==> config.mk <==
export PLATFORM = sky130hd
export DESIGN_NAME = tv80_alu_serial_flat
export DESIGN_NICKNAME = d
export VERILOG_FILES = /design/src/rtl/tv80_alu_serial_if.sv /design/src/rtl/tv80_alu_serial.sv /design/src/flat_wrapper.sv
export SDC_FILE = /design/constraint.sdc
export NUM_CORES = 1
export LEC_CHECK = 0
export ABC_AREA = 1
export ABC_CLOCK_PERIOD_IN_PS = 3950
export BUFFER_PORTS_ARGS = -buffer_cell sky130_fd_sc_hd__buf_4
export CORE_MARGIN = 2
export CORE_UTILIZATION = 45
export DETAILED_ROUTE_END_ITERATION = 10
export GPL_TIMING_DRIVEN = 0
export PLACE_DENSITY = 0.65
export SYNTH_ARGS = -nofsm -noshare
export SYNTH_HDL_FRONTEND = slang
export SYNTH_SLANG_ARGS = --single-unit
==> constraint.sdc <==
create_clock -name clk -period 3.95 [get_ports clk]
set_input_delay 0.395 -clock clk [delete_from_list [all_inputs] [get_ports clk]]
set_output_delay 0.395 -clock clk [all_outputs]
set_load 0.02 [all_outputs]
==> src/rtl/tv80_alu_serial_if.sv <==
// Start/busy/done request bundle between the CPU sequencer (master) and the serial ALU (slave).
interface tv80_alu_serial_if #(
  parameter int WIDTH = 16
);
  logic             start;
  logic [3:0]       op;
  logic [WIDTH-1:0] a;
  logic [WIDTH-1:0] b;
  logic [7:0]       f_in;
  logic             busy;
  logic             done;
  logic [WIDTH-1:0] q;
  logic [7:0]       f_out;

  modport master (
    output start, op, a, b, f_in,
    input  busy, done, q, f_out
  );

  modport slave (
    input  start, op, a, b, f_in,
    output busy, done, q, f_out
  );
endinterface

==> src/rtl/tv80_alu_serial.sv <==
// Byte-serial TV80/GB ALU: WIDTH-bit ops over one 8-bit slice, GB flag byte over the full word.
// Latency WIDTH/8 edges from the start edge to the one-cycle done pulse.
// start is ignored while busy (not queued) and accepted in the done cycle; q/f_out held between completions.
module tv80_alu_serial #(
  parameter int WIDTH  = 16,
  parameter int Flag_Z = 7,
  parameter int Flag_N = 6,
  parameter int Flag_H = 5,
  parameter int Flag_C = 4
) (
  input logic              clk,
  input logic              reset,
  tv80_alu_serial_if.slave alu
);
  localparam int N  = WIDTH / 8;
  localparam int KW = (N > 1) ? $clog2(N) : 1;
  localparam logic [KW-1:0] K_LAST = KW'(N - 1);

  localparam logic [3:0] OP_ADD = 4'h0, OP_ADC = 4'h1, OP_SUB = 4'h2, OP_SBC = 4'h3;
  localparam logic [3:0] OP_AND = 4'h4, OP_XOR = 4'h5, OP_OR  = 4'h6, OP_CP  = 4'h7;
  localparam logic [3:0] OP_RLC = 4'h8, OP_RRC = 4'h9, OP_RL  = 4'hA, OP_RR  = 4'hB;
  localparam logic [3:0] OP_SLA = 4'hC, OP_SRA = 4'hD, OP_SRL = 4'hE, OP_NOP = 4'hF;

  typedef enum logic [0:0] {S_IDLE, S_RUN} state_t;

  state_t           state;
  logic [KW-1:0]    k;
  logic [3:0]       op_r;
  logic [WIDTH-1:0] a_r;
  logic [WIDTH-1:0] b_r;
  logic [7:0]       f_r;
  logic [WIDTH-1:0] res_r;
  logic             c_r;
  logic             z_r;

  logic             busy_r;
  logic             done_r;
  logic [WIDTH-1:0] q_r;
  logic [7:0]       f_out_r;

  logic             is_right;
  logic             is_sub;
  logic             is_arith;
  logic [KW-1:0]    idx;
  logic [KW+2:0]    sh;
  logic [7:0]       ab;
  logic [7:0]       bb;
  logic             cin0;
  logic             cin;
  logic [8:0]       sum9;
  logic             h_bit;
  logic [7:0]       out_b;
  logic             cout;
  logic [7:0]       z_byte;
  logic             z_nx;
  logic [WIDTH-1:0] res_nx;
  logic [7:0]       fo;

  always_comb begin
    is_right = op_r inside {OP_RRC, OP_RR, OP_SRA, OP_SRL};
    is_sub   = op_r inside {OP_SUB, OP_SBC, OP_CP};
    is_arith = op_r inside {OP_ADD, OP_ADC, OP_SUB, OP_SBC, OP_CP};

    // Right shifts walk the word MSB byte first so the shifted bit flows downward.
    idx = is_right ? (K_LAST - k) : k;
    sh  = {idx, 3'b000};
    ab  = 8'(a_r >> sh);
    bb  = 8'(b_r >> sh);

    case (op_r)
      OP_ADC, OP_SBC, OP_RL, OP_RR: cin0 = f_r[Flag_C];
      OP_RLC, OP_SRA:               cin0 = a_r[WIDTH-1];
      OP_RRC:                       cin0 = a_r[0];
      default:                      cin0 = 1'b0;
    endcase
    cin = (k == '0) ? cin0 : c_r;

    sum9 = is_sub ? ({1'b0, ab} - {1'b0, bb} - {8'b0, cin})
                  : ({1'b0, ab} + {1'b0, bb} + {8'b0, cin});
    // Carry/borrow into bit 4 of this slice, recovered from the sum bit.
    h_bit = ab[4] ^ bb[4] ^ sum9[4];

    case (op_r)
      OP_ADD, OP_ADC, OP_SUB, OP_SBC: begin out_b = sum9[7:0];        cout = sum9[8]; end
      OP_CP:                          begin out_b = ab;               cout = sum9[8]; end
      OP_AND:                         begin out_b = ab & bb;          cout = 1'b0;    end
      OP_XOR:                         begin out_b = ab ^ bb;          cout = 1'b0;    end
      OP_OR:                          begin out_b = ab | bb;          cout = 1'b0;    end
      OP_RLC, OP_RL, OP_SLA:          begin out_b = {ab[6:0], cin};   cout = ab[7];   end
      OP_RRC, OP_RR, OP_SRA, OP_SRL:  begin out_b = {cin, ab[7:1]};   cout = ab[0];   end
      default:                        begin out_b = ab;               cout = 1'b0;    end
    endcase

    z_byte = (op_r == OP_CP) ? sum9[7:0] : out_b;
    z_nx   = z_r | (|z_byte);
    res_nx = (res_r & ~(WIDTH'(8'hFF) << sh)) | (WIDTH'(out_b) << sh);

    // The top byte is always the last slice for arithmetic, so h_bit there is the word's H.
    fo         = {4'b0000, f_r[3:0]};
    fo[Flag_Z] = ~z_nx;
    fo[Flag_N] = is_sub;
    fo[Flag_H] = is_arith ? h_bit : (op_r == OP_AND);
    fo[Flag_C] = cout;
    if (op_r == OP_NOP) fo = f_r;
  end

  always_ff @(posedge clk) begin
    if (reset) begin
      state   <= S_IDLE;
      k       <= '0;
      op_r    <= OP_NOP;
      a_r     <= '0;
      b_r     <= '0;
      f_r     <= '0;
      res_r   <= '0;
      c_r     <= 1'b0;
      z_r     <= 1'b0;
      busy_r  <= 1'b0;
      done_r  <= 1'b0;
      q_r     <= '0;
      f_out_r <= '0;
    end else begin
      done_r <= 1'b0;
      case (state)
        S_IDLE: begin
          if (alu.start) begin
            op_r   <= alu.op;
            a_r    <= alu.a;
            b_r    <= alu.b;
            f_r    <= alu.f_in;
            k      <= '0;
            z_r    <= 1'b0;
            busy_r <= 1'b1;
            state  <= S_RUN;
          end
        end
        S_RUN: begin
          res_r <= res_nx;
          z_r   <= z_nx;
          c_r   <= cout;
          if (k == K_LAST) begin
            q_r     <= res_nx;
            f_out_r <= fo;
            done_r  <= 1'b1;
            busy_r  <= 1'b0;
            state   <= S_IDLE;
          end else begin
            k <= k + 1'b1;
          end
        end
        default: state <= S_IDLE;
      endcase
    end
  end

  assign alu.busy  = busy_r;
  assign alu.done  = done_r;
  assign alu.q     = q_r;
  assign alu.f_out = f_out_r;
endmodule

==> src/flat_wrapper.sv <==
// flat-port wrapper written by rule: the top's interface ports become plain ports
module tv80_alu_serial_flat 
#(
  parameter int WIDTH  = 16,
  parameter int Flag_Z = 7,
  parameter int Flag_N = 6,
  parameter int Flag_H = 5,
  parameter int Flag_C = 4
)
  (clk, reset, alu_start, alu_op, alu_a, alu_b, alu_f_in, alu_busy, alu_done, alu_q, alu_f_out);
  tv80_alu_serial_if #(.WIDTH(WIDTH)) alu_i ();
  input logic clk;
  input logic reset;
  input wire logic [$bits(alu_i.start)-1:0] alu_start;
  input wire logic [$bits(alu_i.op)-1:0] alu_op;
  input wire logic [$bits(alu_i.a)-1:0] alu_a;
  input wire logic [$bits(alu_i.b)-1:0] alu_b;
  input wire logic [$bits(alu_i.f_in)-1:0] alu_f_in;
  output wire logic [$bits(alu_i.busy)-1:0] alu_busy;
  output wire logic [$bits(alu_i.done)-1:0] alu_done;
  output wire logic [$bits(alu_i.q)-1:0] alu_q;
  output wire logic [$bits(alu_i.f_out)-1:0] alu_f_out;
  assign alu_i.start = alu_start;
  assign alu_i.op = alu_op;
  assign alu_i.a = alu_a;
  assign alu_i.b = alu_b;
  assign alu_i.f_in = alu_f_in;
  assign alu_busy = alu_i.busy;
  assign alu_done = alu_i.done;
  assign alu_q = alu_i.q;
  assign alu_f_out = alu_i.f_out;
  tv80_alu_serial #(.WIDTH(WIDTH), .Flag_Z(Flag_Z), .Flag_N(Flag_N), .Flag_H(Flag_H), .Flag_C(Flag_C)) u_core (.clk(clk), .reset(reset), .alu(alu_i));
endmodule
# After elaboration in Yosys (flattened, before gate mapping)
# Index checks and enable logic that the tools add are counted.
[classes]
mux = 20
multipliers = 0
bitwise = 11
shift = 4
add_sub_neg = 6
div_mod_pow = 0
order_cmp = 0
n_eq_ne = 17
reduce_logical = 15
[ops]
columns = ["operator", "n"]
rows = [
  ["8-bit case mux with 6 select lines", 1],
  ["4-bit equality test (second input constant)", 8],
  ["16-bit by 4-bit right shift with 8-bit output", 2],
  ["16-bit bitwise AND", 1],
  ["4-bit by 3-bit equality test with 1-bit output (second input constant)", 4],
  ["8-bit 2-to-1 mux", 2],
  ["16-bit inverter", 1],
  ["16-bit bitwise OR", 1],
  ["8-bit by 4-bit left shift with 16-bit output", 1],
  ["8-bit by 4-bit left shift with 16-bit output (first input constant)", 1],
  ["4-bit OR reduction", 3],
  ["1-bit 2-to-1 mux", 10],
  ["8-bit by 8-bit adder with 9-bit output", 1],
  ["9-bit by 1-bit adder with 9-bit output", 1],
  ["9-bit 2-to-1 mux", 1],
  ["8-bit by 8-bit subtractor with 9-bit output", 1],
  ["9-bit by 1-bit subtractor with 9-bit output", 1],
  ["8-bit bitwise AND", 1],
  ["4-bit by 2-bit equality test with 1-bit output (second input constant)", 2],
  ["8-bit bitwise OR", 1],
  ["1-bit case mux with 2 select lines", 4],
  ["8-bit OR reduction", 1],
  ["8-bit XOR", 1],
  ["1-bit case mux with 3 select lines", 2],
  ["other kinds (15)", 21],
]
[word_totals]
mem_bits_rw = 0
mem_bits_ro = 0
in_bits = 47
latch_bits = 0
memories = 0
out_inout_bits = 26
register_bits = 90
wordCells = 86

# Logic depth before layout (Yosys ltp)
[logic_depth]
word_depth = 13
mapped_depth = 32
mapped_depth_nobuf = 29

# Worst setup path after synthesis
# OpenSTA, ideal clock, no wires.
[synth_path]
path_kind = "reg2reg"
from = "register u_core.op_r[2]"
to = "register u_core.f_out_r[7], in the netlist u_core.alu.f_out[7]"
slack_ps = 328
setup_time_ps = 112
required_ps = 3838
arrival_ps = 3510
synth_period_minus_slack_ps = 3622
path_buffers = 3
path_stages_with_launch = 30
cell_sequence = "dfxtp_1 buf_2 nand2_1 nand2_4 nand3_4 nand2_4 nand2_8 buf_6 clkbuf_1 o21ai_0 inv_1 fa_1 inv_1 fa_1 inv_1 nand4_1 nand3_1 xor2_1 nand2_1 nand3_1 a21oi_1 nor2_1 nand2_1 nor2_1 nand2_1 nand2_1 nand2_1 nand2_1 nand2_1 nand2_1"
[synth_between]
elab_chain_cells = 13
word_cells_on_any_way = 42
classes_between = "add/sub: 4; eq/ne: 15; shift: 2; mux: 7; bitwise: 5; reduce/logical: 9"
[synth_rtl]
columns = ["element", "line_no", "source"]
rows = [
  ["start, declared", "tv80_alu_serial.sv:28", "logic [3:0] op_r;"],
  ["start signal, assigned", "tv80_alu_serial.sv:127", "op_r <= alu.op;"],
  ["4-bit equality test, on equally long branches", "tv80_alu_serial.sv:60, tv80_alu_serial.sv:70, tv80_alu_serial.sv:83", ""],
  ["4-bit nonzero test", "tv80_alu_serial.sv:60", "is_right = op_r inside {OP_RRC, OP_RR, OP_SRA, OP_SRL};"],
  ["1-bit 2-to-1 mux", "tv80_alu_serial.sv:65", "idx = is_right ? (K_LAST - k) : k;"],
  ["16-bit by 4-bit right shift with 8-bit output, on equally long branches", "tv80_alu_serial.sv:67, tv80_alu_serial.sv:68", ""],
  ["8-bit by 8-bit adder with 9-bit output / 8-bit by 8-bit subtractor with 9-bit output (equally long branches)", "tv80_alu_serial.sv:79, tv80_alu_serial.sv:78", ""],
  ["9-bit by 1-bit adder with 9-bit output / 9-bit by 1-bit subtractor with 9-bit output (equally long branches)", "tv80_alu_serial.sv:79, tv80_alu_serial.sv:78", ""],
  ["9-bit 2-to-1 mux", "tv80_alu_serial.sv:78", "sum9 = is_sub ? ({1'b0, ab} - {1'b0, bb} - {8'b0, cin})"],
  ["8-bit case mux with 6 select lines", "tv80_alu_serial.sv:83", "case (op_r)"],
  ["8-bit 2-to-1 mux", "tv80_alu_serial.sv:94", "z_byte = (op_r == OP_CP) ? sum9[7:0] : out_b;"],
  ["8-bit OR reduction", "tv80_alu_serial.sv:95", "z_nx = z_r | (|z_byte);"],
  ["1-bit bitwise OR", "tv80_alu_serial.sv:95", ""],
  ["1-bit inverter", "tv80_alu_serial.sv:100", "fo[Flag_Z] = ~z_nx;"],
  ["8-bit 2-to-1 mux *", "tv80_alu_serial.sv:104", "if (op_r == OP_NOP) fo = f_r;"],
  ["end signal, assigned", "tv80_alu_serial.sv:143", "f_out_r <= fo;"],
  ["end, declared", "tv80_alu_serial.sv:39", "logic [7:0] f_out_r;"],
]
# Every way passes the cells marked *; elsewhere a longest branch is shown, timed or not.
# A chain may end at the register's enable or synchronous reset.

# Worst setup path after layout
# Same ends and word-level chain as after synthesis.

==> results by group <==
Detailed routing
  • Vias/cell: 5.29
  • Drt wl/cell: 15.2 um
  • Pre-antenna DRT Iters: 4
  • DR iter-0 viols: 278
  • Antenna Nets Post-Route: 0
  • DRC Markers: 0
  • Via count: 5329
  • Final Routed Wirelength: 15.3 mm

Logic synthesis
  • Fraction of registers with async set/reset: 0
  • Register area share after synthesis: 0.346
  • Synth unique cells: 41
  • Leading area contributor after synthesis: dfxtp_1
  • Syn nets: 842
  • Synth Register Bits: 90
  • Largest cells by area after synthesis: dfxtp_1 35%, nand2_1 11%, o21ai_0 8.8%, nor2_1 8.2%, inv_1 6.9%
  • Mean Syn Cell Area: 6.82 sq um
  • EDFF count, synth: 0
  • Primary FF master, synth: dfxtp_1
  • Area share of the largest cell type after synthesis: 0.346
  • Syn Std Cell Area: 0.00520 sq mm
  • YS warnings: 0
  • Synth Instances: 763

Die
  • Starting Density: 0.457
  • Number of I/O pins: 73
  • Die W: 111 um
  • # rows: 39
  • Core area: 0.0114 sq mm
  • Die height: 111 um
  • Die ar.: 0.0124 sq mm

Setup path
  • Worst Path Required: 4.19 ns
  • Max stage delay on crit path: 0.32 ns
  • Worst path most repeated cell: nand2_1
  • Critical Path Source Type: flop
  • Crit Path Max Fanout: 8
  • Crit path DAT: 3.95 ns
  • Worst Setup SP: u_core.op_r[2]
  • Reg2Reg Setup Slack: 0.24 ns
  • Crit path kind: flop to flop
  • Buf/Inv on CP: 5
  • Largest delay share family, worst path: simple AND/OR/NAND/NOR gates
  • R2R Path Start: u_core.op_r[2]
  • Worst path slowest cell: dfxtp_1
  • Crit. End Element: flop

Placement
  • Placed cells: 977
  • Count of input and output buffers: 71
  • Dpl ws: -0.865 ns
  • Placer Congestion: 0.900
  • HPWL Detailed: 11.9 mm

Cells and area
  • Commonest cells after routing, fill and taps aside: 141 x nand2_1, 113 x nor2_1, 90 x inv_1
  • Filler cells: 1125
  • Nets: 939
  • Share of cells above drive strength 1: 0.193
  • Non-filler cells, final: 1008
  • Multi-input logic area: 0.00302 sq mm
  • Sequential Area: 0.00180 sq mm
  • Antenna diode instance count: 0
  • Most common cell after layout, fill and taps aside: nand2_1
  • Syn-to-layout area delta: 25.0%

Hold path
  • Worst hold start: alu_op[1]
  • Hold Crit Class: primary input to flop

GRT
  • Largest net degree at the start of global routing: 18
  • GRT Total Usage: 0.249
  • Global-route wire length before repair: 24.8 mm
  • Vias in the first global route: 5038
  • Initial antenna violation count: 0
  • Global route total overflow: 0

Timing
  • Final hold violation count: 0
  • Worst Max-Slew Pin Slew: 0.624 ns
  • FMAX: 270 MHz
  • Max-slew violations: 0
  • Final period util: 0.938
  • Worst Setup Slack, final: 0.245 ns
  • Min Tclk post-route: 3.71 ns
  • Worst hold slack: 0.270 ns
  • Final setup viols: 0
  • Worst slew margin relative to its limit: 0.583
  • Setup TNS: 0 ns
  • Layout Skew: 0.0104 ns

Clock tree
  • Worst-path clk slew: 0.06 ns
  • CTS max path bufs: 2
  • H-Tree Depth: 3
  • Clk_lat worst skew: 0.35 ns
  • CTS tree: yes
  • Sink Count: 90
  • Number of CTS-inserted buffers: 9
  • Root Driver: clkbuf_16

Power
  • Post-route total power: 0.00314 W
  • Peak supply drop: 0.281 mV
  • PwrDens: 484 mW/mm^2
  • LEAKAGE: 3.10 nW

Run status
  • Status: complete, no violations

Job
  • MaxCap Viol Count: 0
-- routing by layer --
layer  up-vias  track usage  share of wire
li1       2669            -              -
met1      2486        0.341           0.47
met5         -            0              0
met2       152        0.400           0.46
met4         0       0.0856          0.018
met3        22       0.0425          0.050
-- final cells by class --
class,instances,share of cell area
Timing Repair Buffer,86,0.0993
Clock inverter,6,0.00905
Clock buffer,10,0.0368
Sequential cell,90,0.277
Buffer,33,0.0266
Inverter,100,0.0585
Multi-Input combinational cell,540,0.465
Tap cell,143,0.0275
-- stage by stage --
stage / util / instance area [sq um]
CTS: 0.558 / 6340
global placement: 0.520 / 5910
finish: 0.572 / 6500
detailed placement: 0.520 / 5910
global route: 0.572 / 6500
floorplan: - / 5200
-- flip-flops by register name, summed over array words and instances, names as in the netlist --
| signal | cells |
|---|---|
| u_core.b_r | 16 |
| u_core.a_r | 16 |
| u_core.alu.f_out | 8 |
| u_core.z_r | 1 |
| u_core.alu.busy | 1 |
| u_core.op_r | 4 |
| u_core.alu.done | 1 |
| u_core.k | 1 |
| u_core.res_r | 16 |
| u_core.alu.q | 16 |
| u_core.c_r | 1 |
| u_core.state | 1 |
| u_core.f_r | 8 |
-- report_power, final --
| part | leakage (nW) | internal [W] | switching [W] |
|---|---|---|---|
| Clock | 0.143 | 0.000457 | 0.000390 |
| Combinational | 2.22 | 0.000478 | 0.000817 |
| Sequential | 0.740 | 0.000970 | 0.0000316 |
| Total | 3.10 | 0.00190 | 0.00124 |
-- kinds of logic after synthesis --
logic type / synth area share
and+or+nand+nor: 0.269
DFF: 0.346
AOI/OAI and AO/OA: 0.197
buffers and inverters: 0.0996
adders and majority gates: 0.0828
xor gates and xnor gates: 0.00505
-- cell usage after synthesis (3+ instances only) --
library cell	n
inv_1	95
nand2_2	4
clkbuf_1	26
fa_1	4
o211ai_1	15
o21ai_2	4
or2_2	5
a211oi_1	3
a21oi_1	41
a22o_1	12
nand4_1	6
ha_1	28
inv_2	3
buf_2	4
dfxtp_1	90
o21ai_0	91
nor2_1	113
nand3_1	45
nand2_1	146
-- timing repair --
item,in CTS,in global routing
pin swaps,4,12
hold buffers,0,0
setup endpoints to repair,33,21
setup buffers,5,10
gates resized for setup,27,37
-- worst paths after layout --
| check | endpoint | cells after the start |
|---|---|---|
| max | u_core.alu.f_out[7] | 28 |
| max reg2reg | u_core.alu.f_out[7] | 28 |
| min | u_core.op_r[1] | 3 |
| min reg2reg | u_core.a_r[3] | 2 |
-- worst reg2reg max path: cells and delay by family, from the launching register on --
| family | cells | cell delay [ns] |
|---|---|---|
| AOI/OAI and AO/OA | 3 | 0.51 |
| adders and majority gates | 2 | 0.51 |
| DFF | 1 | 0.32 |
| xor gates and xnor gates | 1 | 0.17 |
| and+or+nand+nor | 17 | 1.64 |
| buffers and inverters | 5 | 0.48 |
No activity file was read; power rests on OpenSTA's default activity.
